## config.mk

```make
export PLATFORM = sky130hd
export DESIGN_NAME = vxc_chunk_sequencer
export DESIGN_NICKNAME = d
export VERILOG_FILES = /design/src/rtl/vxc_chunk_sequencer.sv
export SDC_FILE = /design/constraint.sdc
export NUM_CORES = 1
export LEC_CHECK = 0
export CORE_MARGIN = 2
export CORE_UTILIZATION = 40
export CTS_BUF_LIST = sky130_fd_sc_hd__clkbuf_4
export DETAILED_ROUTE_END_ITERATION = 10
export GPL_TIMING_DRIVEN = 0
export PLACE_DENSITY_LB_ADDON = 0.12
export SLEW_MARGIN = 20
export SYNTH_ARGS = -nofsm -noshare
export SYNTH_HDL_FRONTEND = slang
export SYNTH_SLANG_ARGS = --single-unit
export TNS_END_PERCENT = 5
```

## constraint.sdc

```tcl
create_clock -name clk -period 2.35 [get_ports clk]
set_clock_uncertainty 0.05 [all_clocks]
set_input_delay 0.47 -clock clk [delete_from_list [all_inputs] [get_ports clk]]
set_output_delay 0.47 -clock clk [all_outputs]
set_load 0.01 [all_outputs]
```

## src/rtl/vxc_chunk_sequencer.sv

```systemverilog
// vxc_chunk_sequencer
// Runs one vector-times-constant add/subtract pass (r = y +/- c*x) over NOE
// elements. The pass is cut into NCH = ceil(NOE/NI) chunks. One chunk word is
// read per cycle from the x and y row memories. Each issued chunk is followed
// through the fixed read + datapath latency, so the result write-back for that
// chunk lands on the correct cycle with the correct lane mask.
//
// Optional build macro: VXC_SEQ_STALL_EN
//   When it is defined, the block has an extra `stall` input. While stall is
//   high in ISSUE, the read and the tracker push are held off. Chunks already
//   in flight still drain on schedule.
//
// Ports:
//   clk, reset          clock, synchronous active-high reset
//   start               request a pass (sampled only in IDLE)
//   op_in, constant_in  add(0)/subtract(1) and scalar c, latched on accepted start
//   x_base, y_base,     row base word addresses, latched on accepted start
//   r_base
//   stall               (VXC_SEQ_STALL_EN only) hold chunk issue
//   rd_en, x_rd_addr,   operand read strobe and word addresses
//   y_rd_addr
//   dp_op, dp_constant  latched op/constant driven to the datapath
//   wr_en, wr_addr,     result write strobe, word address, per-lane enable
//   wr_mask
//   busy, finish        pass in progress / pass complete (sticky until next start)

module vxc_chunk_sequencer #(
  parameter int NOE           = 19,
  parameter int NI            = 8,
  parameter int ELEMENT_WIDTH = 64,
  parameter int ADDR_WIDTH    = 8,
  parameter int RD_LAT        = 1,
  parameter int PIPE_LAT      = 8
) (
  input  logic                     clk,
  input  logic                     reset,
  input  logic                     start,
  input  logic                     op_in,
  input  logic [ELEMENT_WIDTH-1:0] constant_in,
  input  logic [ADDR_WIDTH-1:0]    x_base,
  input  logic [ADDR_WIDTH-1:0]    y_base,
  input  logic [ADDR_WIDTH-1:0]    r_base,
`ifdef VXC_SEQ_STALL_EN
  input  logic                     stall,
`endif
  output logic                     rd_en,
  output logic [ADDR_WIDTH-1:0]    x_rd_addr,
  output logic [ADDR_WIDTH-1:0]    y_rd_addr,
  output logic                     dp_op,
  output logic [ELEMENT_WIDTH-1:0] dp_constant,
  output logic                     wr_en,
  output logic [ADDR_WIDTH-1:0]    wr_addr,
  output logic [NI-1:0]            wr_mask,
  output logic                     busy,
  output logic                     finish
);

  localparam int NCH   = (NOE + NI - 1) / NI;
  localparam int DEPTH = RD_LAT + PIPE_LAT;
  localparam int IW    = (NCH > 1) ? $clog2(NCH) : 1;
  localparam int REM   = NOE % NI;

  localparam logic [NI-1:0] FULL_MASK = {NI{1'b1}};
  // Element 0 of a chunk sits in the most-significant lane. A partial last
  // chunk therefore keeps its top REM lanes.
  localparam logic [NI-1:0] LAST_MASK = (REM == 0) ? FULL_MASK : ~(FULL_MASK >> REM);
  localparam logic [IW-1:0] LAST_IDX  = IW'(NCH - 1);

  typedef enum logic [1:0] {IDLE, ISSUE, DRAIN, DONE} state_t;

  state_t                   state_reg, state_next;
  logic [IW-1:0]            chunk_reg;
  logic                     op_reg;
  logic [ELEMENT_WIDTH-1:0] constant_reg;
  logic [ADDR_WIDTH-1:0]    x_base_reg, y_base_reg, r_base_reg;
  logic                     finish_reg;

  // In-flight tracker: one valid bit per stage, plus the chunk index in that stage.
  logic [DEPTH-1:0]         trk_valid_reg;
  logic [DEPTH-1:0]         trk_valid_next;
  logic [IW-1:0]            trk_idx_reg [DEPTH];

  logic                     stall_w;
  logic                     issue_fire;
  logic                     accept;

`ifdef VXC_SEQ_STALL_EN
  assign stall_w = stall;
`else
  assign stall_w = 1'b0;
`endif

  assign accept = (state_reg == IDLE) && start;

  // Tracker contents after the shift at the coming edge. In DRAIN nothing new
  // is pushed, so a zero here means the current wr_en is the last one.
  assign trk_valid_next = (trk_valid_reg << 1) | DEPTH'(issue_fire);

  // ---------------- state register ----------------
  always_ff @(posedge clk) begin
    if (reset) begin
      state_reg <= IDLE;
    end else begin
      state_reg <= state_next;
    end
  end

  // ---------------- next-state logic ----------------
  always_comb begin
    state_next = state_reg;
    case (state_reg)
      IDLE:    if (start) state_next = ISSUE;
      ISSUE:   if (issue_fire && (chunk_reg == LAST_IDX)) state_next = DRAIN;
      DRAIN:   if ((trk_valid_reg << 1) == '0) state_next = DONE;
      DONE:    state_next = IDLE;
      default: state_next = IDLE;
    endcase
  end

  // ---------------- output logic ----------------
  always_comb begin
    busy       = 1'b0;
    issue_fire = 1'b0;
    case (state_reg)
      ISSUE: begin
        busy       = 1'b1;
        issue_fire = !stall_w;
      end
      DRAIN:   busy = 1'b1;
      default: ;
    endcase

    rd_en     = issue_fire;
    x_rd_addr = '0;
    y_rd_addr = '0;
    if (issue_fire) begin
      x_rd_addr = x_base_reg + ADDR_WIDTH'(chunk_reg);
      y_rd_addr = y_base_reg + ADDR_WIDTH'(chunk_reg);
    end

    wr_en   = trk_valid_reg[DEPTH-1];
    wr_addr = '0;
    wr_mask = '0;
    if (trk_valid_reg[DEPTH-1]) begin
      wr_addr = r_base_reg + ADDR_WIDTH'(trk_idx_reg[DEPTH-1]);
      wr_mask = (trk_idx_reg[DEPTH-1] == LAST_IDX) ? LAST_MASK : FULL_MASK;
    end
  end

  assign dp_op       = op_reg;
  assign dp_constant = constant_reg;
  assign finish      = finish_reg;

  // ---------------- pass context and chunk counter ----------------
  always_ff @(posedge clk) begin
    if (reset) begin
      op_reg       <= 1'b0;
      constant_reg <= '0;
      x_base_reg   <= '0;
      y_base_reg   <= '0;
      r_base_reg   <= '0;
      chunk_reg    <= '0;
      finish_reg   <= 1'b0;
    end else begin
      if (accept) begin
        op_reg       <= op_in;
        constant_reg <= constant_in;
        x_base_reg   <= x_base;
        y_base_reg   <= y_base;
        r_base_reg   <= r_base;
        chunk_reg    <= '0;
        finish_reg   <= 1'b0;
      end else if (issue_fire) begin
        chunk_reg <= chunk_reg + IW'(1);
      end
      // finish is sticky through IDLE until the next accepted start.
      if (state_next == DONE) begin
        finish_reg <= 1'b1;
      end
    end
  end

  // ---------------- in-flight tracker ----------------
  always_ff @(posedge clk) begin
    if (reset) begin
      trk_valid_reg <= '0;
    end else begin
      trk_valid_reg <= trk_valid_next;
    end
  end

  always_ff @(posedge clk) begin
    if (reset) begin
      trk_idx_reg[0] <= '0;
    end else begin
      trk_idx_reg[0] <= chunk_reg;
    end
  end

  generate
    for (genvar gi = 1; gi < DEPTH; gi++) begin : g_trk_stage
      always_ff @(posedge clk) begin
        if (reset) begin
          trk_idx_reg[gi] <= '0;
        end else begin
          trk_idx_reg[gi] <= trk_idx_reg[gi-1];
        end
      end
    end
  endgenerate

endmodule

```

### Yosys cells after proc, flatten, opt, wreduce, memory -nomap -nowiden

Memory sizes are Yosys's and may differ from the RTL's.
Index checks and enable logic that the tools add are counted.

* $add $sub $neg: 4
* equal/unequal tests: 6
* muxes and demuxes: 25
* bitwise operators: 10
* reductions and logical operators: 7

Operator list (number)
* $mux 8: 4
* $add 8x2->8: 3
* $mux 2: 12
* $eq 2x2->1 const B: 5
* $logic_not 9->1: 1
* $or 1x1->1: 9
* $or 9x1->9: 1
* $pmux 2 s4: 1
* $mux 1: 7
* $mux 5: 1
* $reduce_or 2->1: 2
* $add 2x1->2 const B: 1
* $eq 2x1->1 const B: 1
* $logic_and 1x1->1: 2
* $logic_not 2->1: 1
* $reduce_bool 2->1: 1

* register bits after elaboration: 103
* RAM bits: 18
* input port bits: 92
* output and inout bits: 101
* logic and storage cells: 62
* memories kept: 1

Memory list
* trk_idx_reg: depth 9, width 2, rd ports 9, clocked after Yosys merged registers in 0, write ports 9, line 81 `logic [IW-1:0] trk_idx_reg [DEPTH];`

### Longest topological paths before layout

Gate-level depths: netlist (run 1).

* depth in word-level cells: 7
* mapped depth: 7
* gate-level depth less buffers: 5

### Worst setup path after synthesis (run 1)

Ideal clock, no wire load.

* kind: flip-flop to output port
* from: register chunk_reg[1]
* to: output x_rd_addr[7]
* data arrival time: 1.474 ns
* required time: 1.830 ns
* setup slack: 0.356 ns
* stages on the path, launching flop included: 5
* path buffers: 0
* cells stage by stage: dfxtp_1 ha_1 a21oi_1 or4_1 a21oi_1

* word-level cells in the longest chain between the ends: 2

Ends and longest elaborated chain
* start: declaration: line 72 `logic [IW-1:0] chunk_reg;`
* start signal: assignment: line 174 `chunk_reg <= chunk_reg + IW'(1);`
* $add 8x2->8: line 137 `x_rd_addr = x_base_reg + ADDR_WIDTH'(chunk_reg);`
* $mux 8: line 136 `if (issue_fire) begin`
* end: declaration: line 47 `output logic [ADDR_WIDTH-1:0] x_rd_addr,`

No other way between the ends.

### Final worst setup path (run 1)

Same ends and word-level chain as after synthesis.

==> flow_summary.toml, run 1 <==
[power]
switching_share = 0.259
p_clk_frac = 0.343
combPwrFrac = 0.186
internal_power_uw = 3580
net-switching-power_uw = 1250
power_leakage_uw = 0.00280
p_seq_frac = 0.471
power_uw = 4830
cellPowerDensity_nw_per_um2 = 660
peakVddDrop_mv = 0.405

[outcome]
violations = "negative setup slack"
outcome = "finished, violations left"

[synth]
syn_area_um2 = 4700
synth-edff-count = 0
yosysTopAreaCell = "dfxtp_1"
synth_cells = 573
syn-num-nets = 680
ys_seq_elements = 121
netlist.area_leader.share = 0.516
synth_cell_types = 32
synth_area_leaders = "dfxtp_1 52%, nand2_1 15%, a21oi_1 11%, nor2b_1 3.5%, ha_1 3.2%"
yosys_warnings = 0
async_flop_share = 0
synth-main-ff-cell = "dfxtp_1"
yosysSeqAreaShare = 0.516
avgSynthCellArea_um2 = 8.20

[timing]
fin_ws_ns = -0.181
finalHoldViolCount = 0
final.period_utilization = 1.08
tightest_slew_ns = 0.597
drv_slew = 0
clock.fmax_ghz = 0.395
rsz0062_at_grt = "true"
holdWs_ns = 0.312
setup_viol = 17
maxSlewHeadroom = 0.602
min_period_ns = 2.53

[placed_design]
place.gp.congestion = 0.784
portBuffers = 191
dp_hpwl_um = 9650

[critical_path]
crit_required_ns = 1.83
r2r-end = "y_base_reg[4]"
crit_fanout = 6
startpoint = "chunk_reg[1]"
arrival_ns = 2.01
crit_path_end_kind = "output port"
path_cells = "ha_1, a21oi_2, or4_4, a21oi_2, buf_2"
start_kind = "flop"
crit_top_cell = "a21oi_2"
critPathSlowestCell = "or4_4"
setup.worst_path.class = "reg2out"
reg2reg_slack_ns = 0.42
critPathBufInv = 1
max_stage_delay_ns = 0.42
cp_top_family = "simple AND/OR/NAND/NOR gates"
regToRegStartpoint = "state_reg[0]"
ff2ff_path_depth = 6

[die]
start_util = 0.411
core_area_um2 = 11400
die_w_um = 112
rows = 39
io_pins = 193
dieHeight_um = 112
die_area_um2 = 12600

[cts]
cts.sinks = 121
insertion_delay_ns = 0.49
holdBufCountCts = 0
clockBufferDepth = 2
clkTransAtPathRegs_ns = 0.10
cts_buffers = 17
cts_max_level = 4
cts_root_buf = "clkbuf_4"
cts_tree = "built"

[grt]
grt_pass1_vias = 4544
gr-usage-all-layers = 0.213
grt_max_degree = 17
grt_pass1_wl_um = 21700
antenna_found_initial = 0
grt_overflow = 0

[final_layout]
layout_common_cells = "184 x nand2_1, 162 x clkdlybuf4s50_1, 110 x dfxtp_1, 90 x a21oi_1, 27 x buf_2"
nFillCells = 1005
nets = 897
areaGrowthSynthToFinish_pct = 55.8
mostFrequentLayoutCell = "nand2_1"
largest_reg_flops = 64
layout-drive-gt1-share = 0.171
regArea_um2 = 2440
multi_input_area_um2 = 2250
antennaDiodeCount = 0

[run]
maxCapViolCount = 0

[routing]
vias = 4535
vias_per_cell = 4.80
drtAntennaViolNets = 0
drt_pass1_iterations = 4
wl_um = 13400
drc = 0
drtIter0Drc = 148
wl_per_cell_um = 14.2

[hold_path]
hold_end = "trk_valid_reg[4]"
worstHoldStart = "reset"
min_delay_path_depth = 2
hold_class = "in2reg"
## how the worst max path moves through the flow
stage | end | slack (ns) | cells past startpoint
CTS | y_rd_addr[7] | -0.18 | 5
global route | y_rd_addr[7] | -0.27 | 5
detailed placement | x_rd_addr[3] | -0.31 | 7
finish | x_rd_addr[7] | -0.18 | 5
floorplan | x_rd_addr[7] | 0.36 | 4
global placement | y_rd_addr[5] | -0.31 | 7
## power by group through the flow
| stage | sequential (uW) | clock (uW) | combinational, uW |
|---|---|---|---|
| global route | 2290 | 1790 | 986 |
| finish | 2270 | 1660 | 899 |
| global placement | 2310 | 0 | 838 |
| floorplan | 2340 | 0 | 353 |
| CTS | 2270 | 1690 | 897 |
| detailed placement | 2320 | 0 | 856 |
## worst register-to-register path: stages (launching register included)
cell and delay (ns):
dfxtp_1 0.39, inv_1 0.11, ha_1 0.22, nand2_1 0.35
clkbuf_1 0.47, nand2_1 0.12, a21oi_1 0.17
## stage by stage
stage / setup WS (ns) / setup TNS [ns] / area (um^2) / cells / utilization
2_1_floorplan: 0.356 / 0 / 4700 / 573 / -
3_3_place_gp: -0.311 / -3.33 / 6790 / 907 / 0.594
3_5_place_dp: -0.314 / -3.65 / 6790 / 907 / 0.594
4_1_cts: -0.184 / -2.33 / 7260 / 944 / 0.636
5_1_grt: -0.271 / -3.87 / 7320 / 944 / 0.641
6_report: -0.181 / -1.95 / 7320 / 944 / 0.641
## cell families after synthesis
| family | Yosys count | synth area share |
|---|---|---|
| AND/OR/NAND/NOR | 254 | 0.235 |
| AO/OA/AOI/OAI | 124 | 0.140 |
| flip-flops | 121 | 0.516 |
| buffers and inverters | 51 | 0.0490 |
| adder cells (fa/ha/maj) | 15 | 0.0448 |
| XOR/XNOR | 7 | 0.0131 |
| multiplexers | 1 | 0.00240 |
## layer usage
metal	part of all wire	vias up	GRT usage
met5	0	-	0
met4	0.0096	0	0.0618
met3	0.059	9	0.0567
met2	0.51	133	0.372
met1	0.42	2086	0.259
li1	-	2307	-
## what timing repair did
item / in CTS / in global routing
pin swaps: 23 / 9
endpoints found under the setup margin: 29 / 29
setup buffers: 7 / 0
resized for setup: 143 / 20
## final cells by class
cell class | count | share of cell area
flip-flops and latches | 121 | 0.334
multi-input cells | 401 | 0.308
repair buffers | 198 | 0.256
plain buffers | 41 | 0.0291
clock inverters | 12 | 0.0248
well taps | 143 | 0.0245
clock buffers | 18 | 0.0185
inverters | 10 | 0.00513
## synth_stat cells (3+ instances only)
master,n
inv_1,7
nor2_1,9
fa_1,3
xnor2_1,4
nor2b_1,26
or3_2,3
inv_2,3
or4_1,6
buf_2,10
clkbuf_1,23
nand3_1,6
nand4_1,3
o21ai_0,6
and2_1,7
a21oi_1,106
buf_4,7
ha_1,12
dfxtp_1,121
xor2_1,3
nand2_1,185
or3_1,4
o31ai_1,7
No activity file was read; power rests on OpenSTA's default activity.
==> run 2, diff against run 1 <==
--- a/config.mk
+++ b/config.mk
@@ -11,6 +11,7 @@
 export DETAILED_ROUTE_END_ITERATION = 10
 export GPL_TIMING_DRIVEN = 0
 export PLACE_DENSITY_LB_ADDON = 0.12
+export SETUP_SLACK_MARGIN = 0.15
 export SLEW_MARGIN = 20
 export SYNTH_ARGS = -nofsm -noshare
 export SYNTH_HDL_FRONTEND = slang
==> flow_summary.toml, run 2 (synthesized netlist as in run 1, its figures left out) <==
[die]
io_pins = 193
core_area_um2 = 11400
dieHeight_um = 112
rows = 39
die_w_um = 112
die_area_um2 = 12600
start_util = 0.411

[timing]
tns_ns = -1.76
drv_slew = 0
finalHoldViolCount = 0
min_period_ns = 2.51
final.period_utilization = 1.07
tightest_slew_ns = 0.608
maxSlewHeadroom = 0.595
rsz0062_at_grt = "true"
clock.fmax_ghz = 0.398
setup_viol = 17
fin_ws_ns = -0.160

[critical_path]
arrival_ns = 1.99
critPathBufInv = 1
path_cells = "ha_1, a21oi_2, or4_4, a21oi_2, buf_2"
startpoint = "chunk_reg[1]"
cp_top_family = "simple AND/OR/NAND/NOR gates"
crit_top_cell = "a21oi_2"
crit_path_end_kind = "output port"
max_stage_delay_ns = 0.42
regToRegStartpoint = "state_reg[0]"
crit_required_ns = 1.83
crit_fanout = 6
setup.worst_path.class = "reg2out"
critPathSlowestCell = "or4_4"
start_kind = "flop"

[grt]
grt_max_degree = 17
grt_pass1_wl_um = 21700
grt_pass1_vias = 4557
gr-usage-all-layers = 0.213
antenna_found_initial = 0
grt_overflow = 0

[routing]
wl_um = 13500
drc = 0
drt_pass1_iterations = 5
wl_per_cell_um = 14.3
vias = 4557
vias_per_cell = 4.82
drtAntennaViolNets = 0
drtIter0Drc = 119

[placed_design]
dp_hpwl_um = 9650
place.gp.congestion = 0.784
portBuffers = 191

[outcome]
violations = "negative setup slack"
outcome = "finished, violations left"

[final_layout]
layout-drive-gt1-share = 0.176
largest_reg_flops = 64
final_util = 0.642
antennaDiodeCount = 0
nets = 898
areaGrowthSynthToFinish_pct = 56.1
nFillCells = 1006
layout_common_cells = "184 x nand2_1, 160 x clkdlybuf4s50_1, 109 x dfxtp_1, 90 x a21oi_1, 27 x buf_2"
mostFrequentLayoutCell = "nand2_1"

[power]
power_uw = 4830
peakVddDrop_mv = 0.359
internal_power_uw = 3580
p_clk_frac = 0.342
cellPowerDensity_nw_per_um2 = 659
combPwrFrac = 0.187
power_leakage_uw = 0.00279
p_seq_frac = 0.471
net-switching-power_uw = 1250
switching_share = 0.259

[hold_path]
hold_class = "in2reg"
worstHoldStart = "reset"

[cts]
cts.sinks = 121
clkTransAtPathRegs_ns = 0.10
cts_buffers = 17
cts_max_level = 4
cts_tree = "built"
cts_root_buf = "clkbuf_4"
clockBufferDepth = 2
holdBufCountCts = 0
insertion_delay_ns = 0.48

[run]
maxCapViolCount = 0
[run 2: power by group through the flow]
stage	clock, uW	sequential [uW]	combinational [uW]
after floorplan	0	2340	353
after global placement	0	2310	838
after detailed placement	0	2320	856
after CTS	1690	2270	898
after global routing	1790	2290	990
final	1650	2280	904
[run 2: path summary, 6_finish.rpt]
check	endpoint	slack, ns	cells after the start
setup / recovery	x_rd_addr[7]	-0.16	5
hold / removal	trk_idx_reg[4][1]	0.32	2
setup reg to reg	y_base_reg[3]	0.43	6
hold reg to reg	trk_idx_reg[8][0]	0.39	1
[run 2: layout make-up]
| class | count | area [um^2] | area share |
|---|---|---|---|
| Buffer | 41 | 214 | 0.0292 |
| Clock buffer | 18 | 135 | 0.0184 |
| Clock inverter | 12 | 181 | 0.0247 |
| Inverter | 10 | 37.5 | 0.00512 |
| Multi-Input combinational cell | 401 | 2260 | 0.309 |
| Sequential cell | 121 | 2450 | 0.334 |
| Tap cell | 143 | 179 | 0.0244 |
| Timing Repair Buffer | 199 | 1870 | 0.255 |
[run 2: stage by stage]
stage	hold WS (ns)	std cells	instance area [um^2]	worst slack (ns)
after floorplan	0.364	573	4700	0.356
after global placement	0.367	907	6790	-0.311
after detailed placement	0.375	907	6790	-0.314
after CTS	0.294	945	7270	-0.175
after global routing	0.287	945	7330	-0.268
final	0.322	945	7330	-0.160
[run 2: routing by layer]
| metal | GRT usage | up-vias | routed length (um) |
|---|---|---|---|
| li1 | - | 2311 | - |
| met1 | 0.257 | 2096 | 5790 |
| met2 | 0.372 | 141 | 6810 |
| met3 | 0.0589 | 9 | 809 |
| met4 | 0.0634 | 0 | 91 |
| met5 | 0 | - | 0 |
[run 2: timing repair]
| item | 4_1_cts | 5_1_grt |
|---|---|---|
| setup buffers | 8 | 0 |
| gates resized for setup | 156 | 18 |
| hold endpoints to repair | 0 | 0 |
| endpoints found under the setup margin | 31 | 24 |
| pin swaps | 25 | 8 |
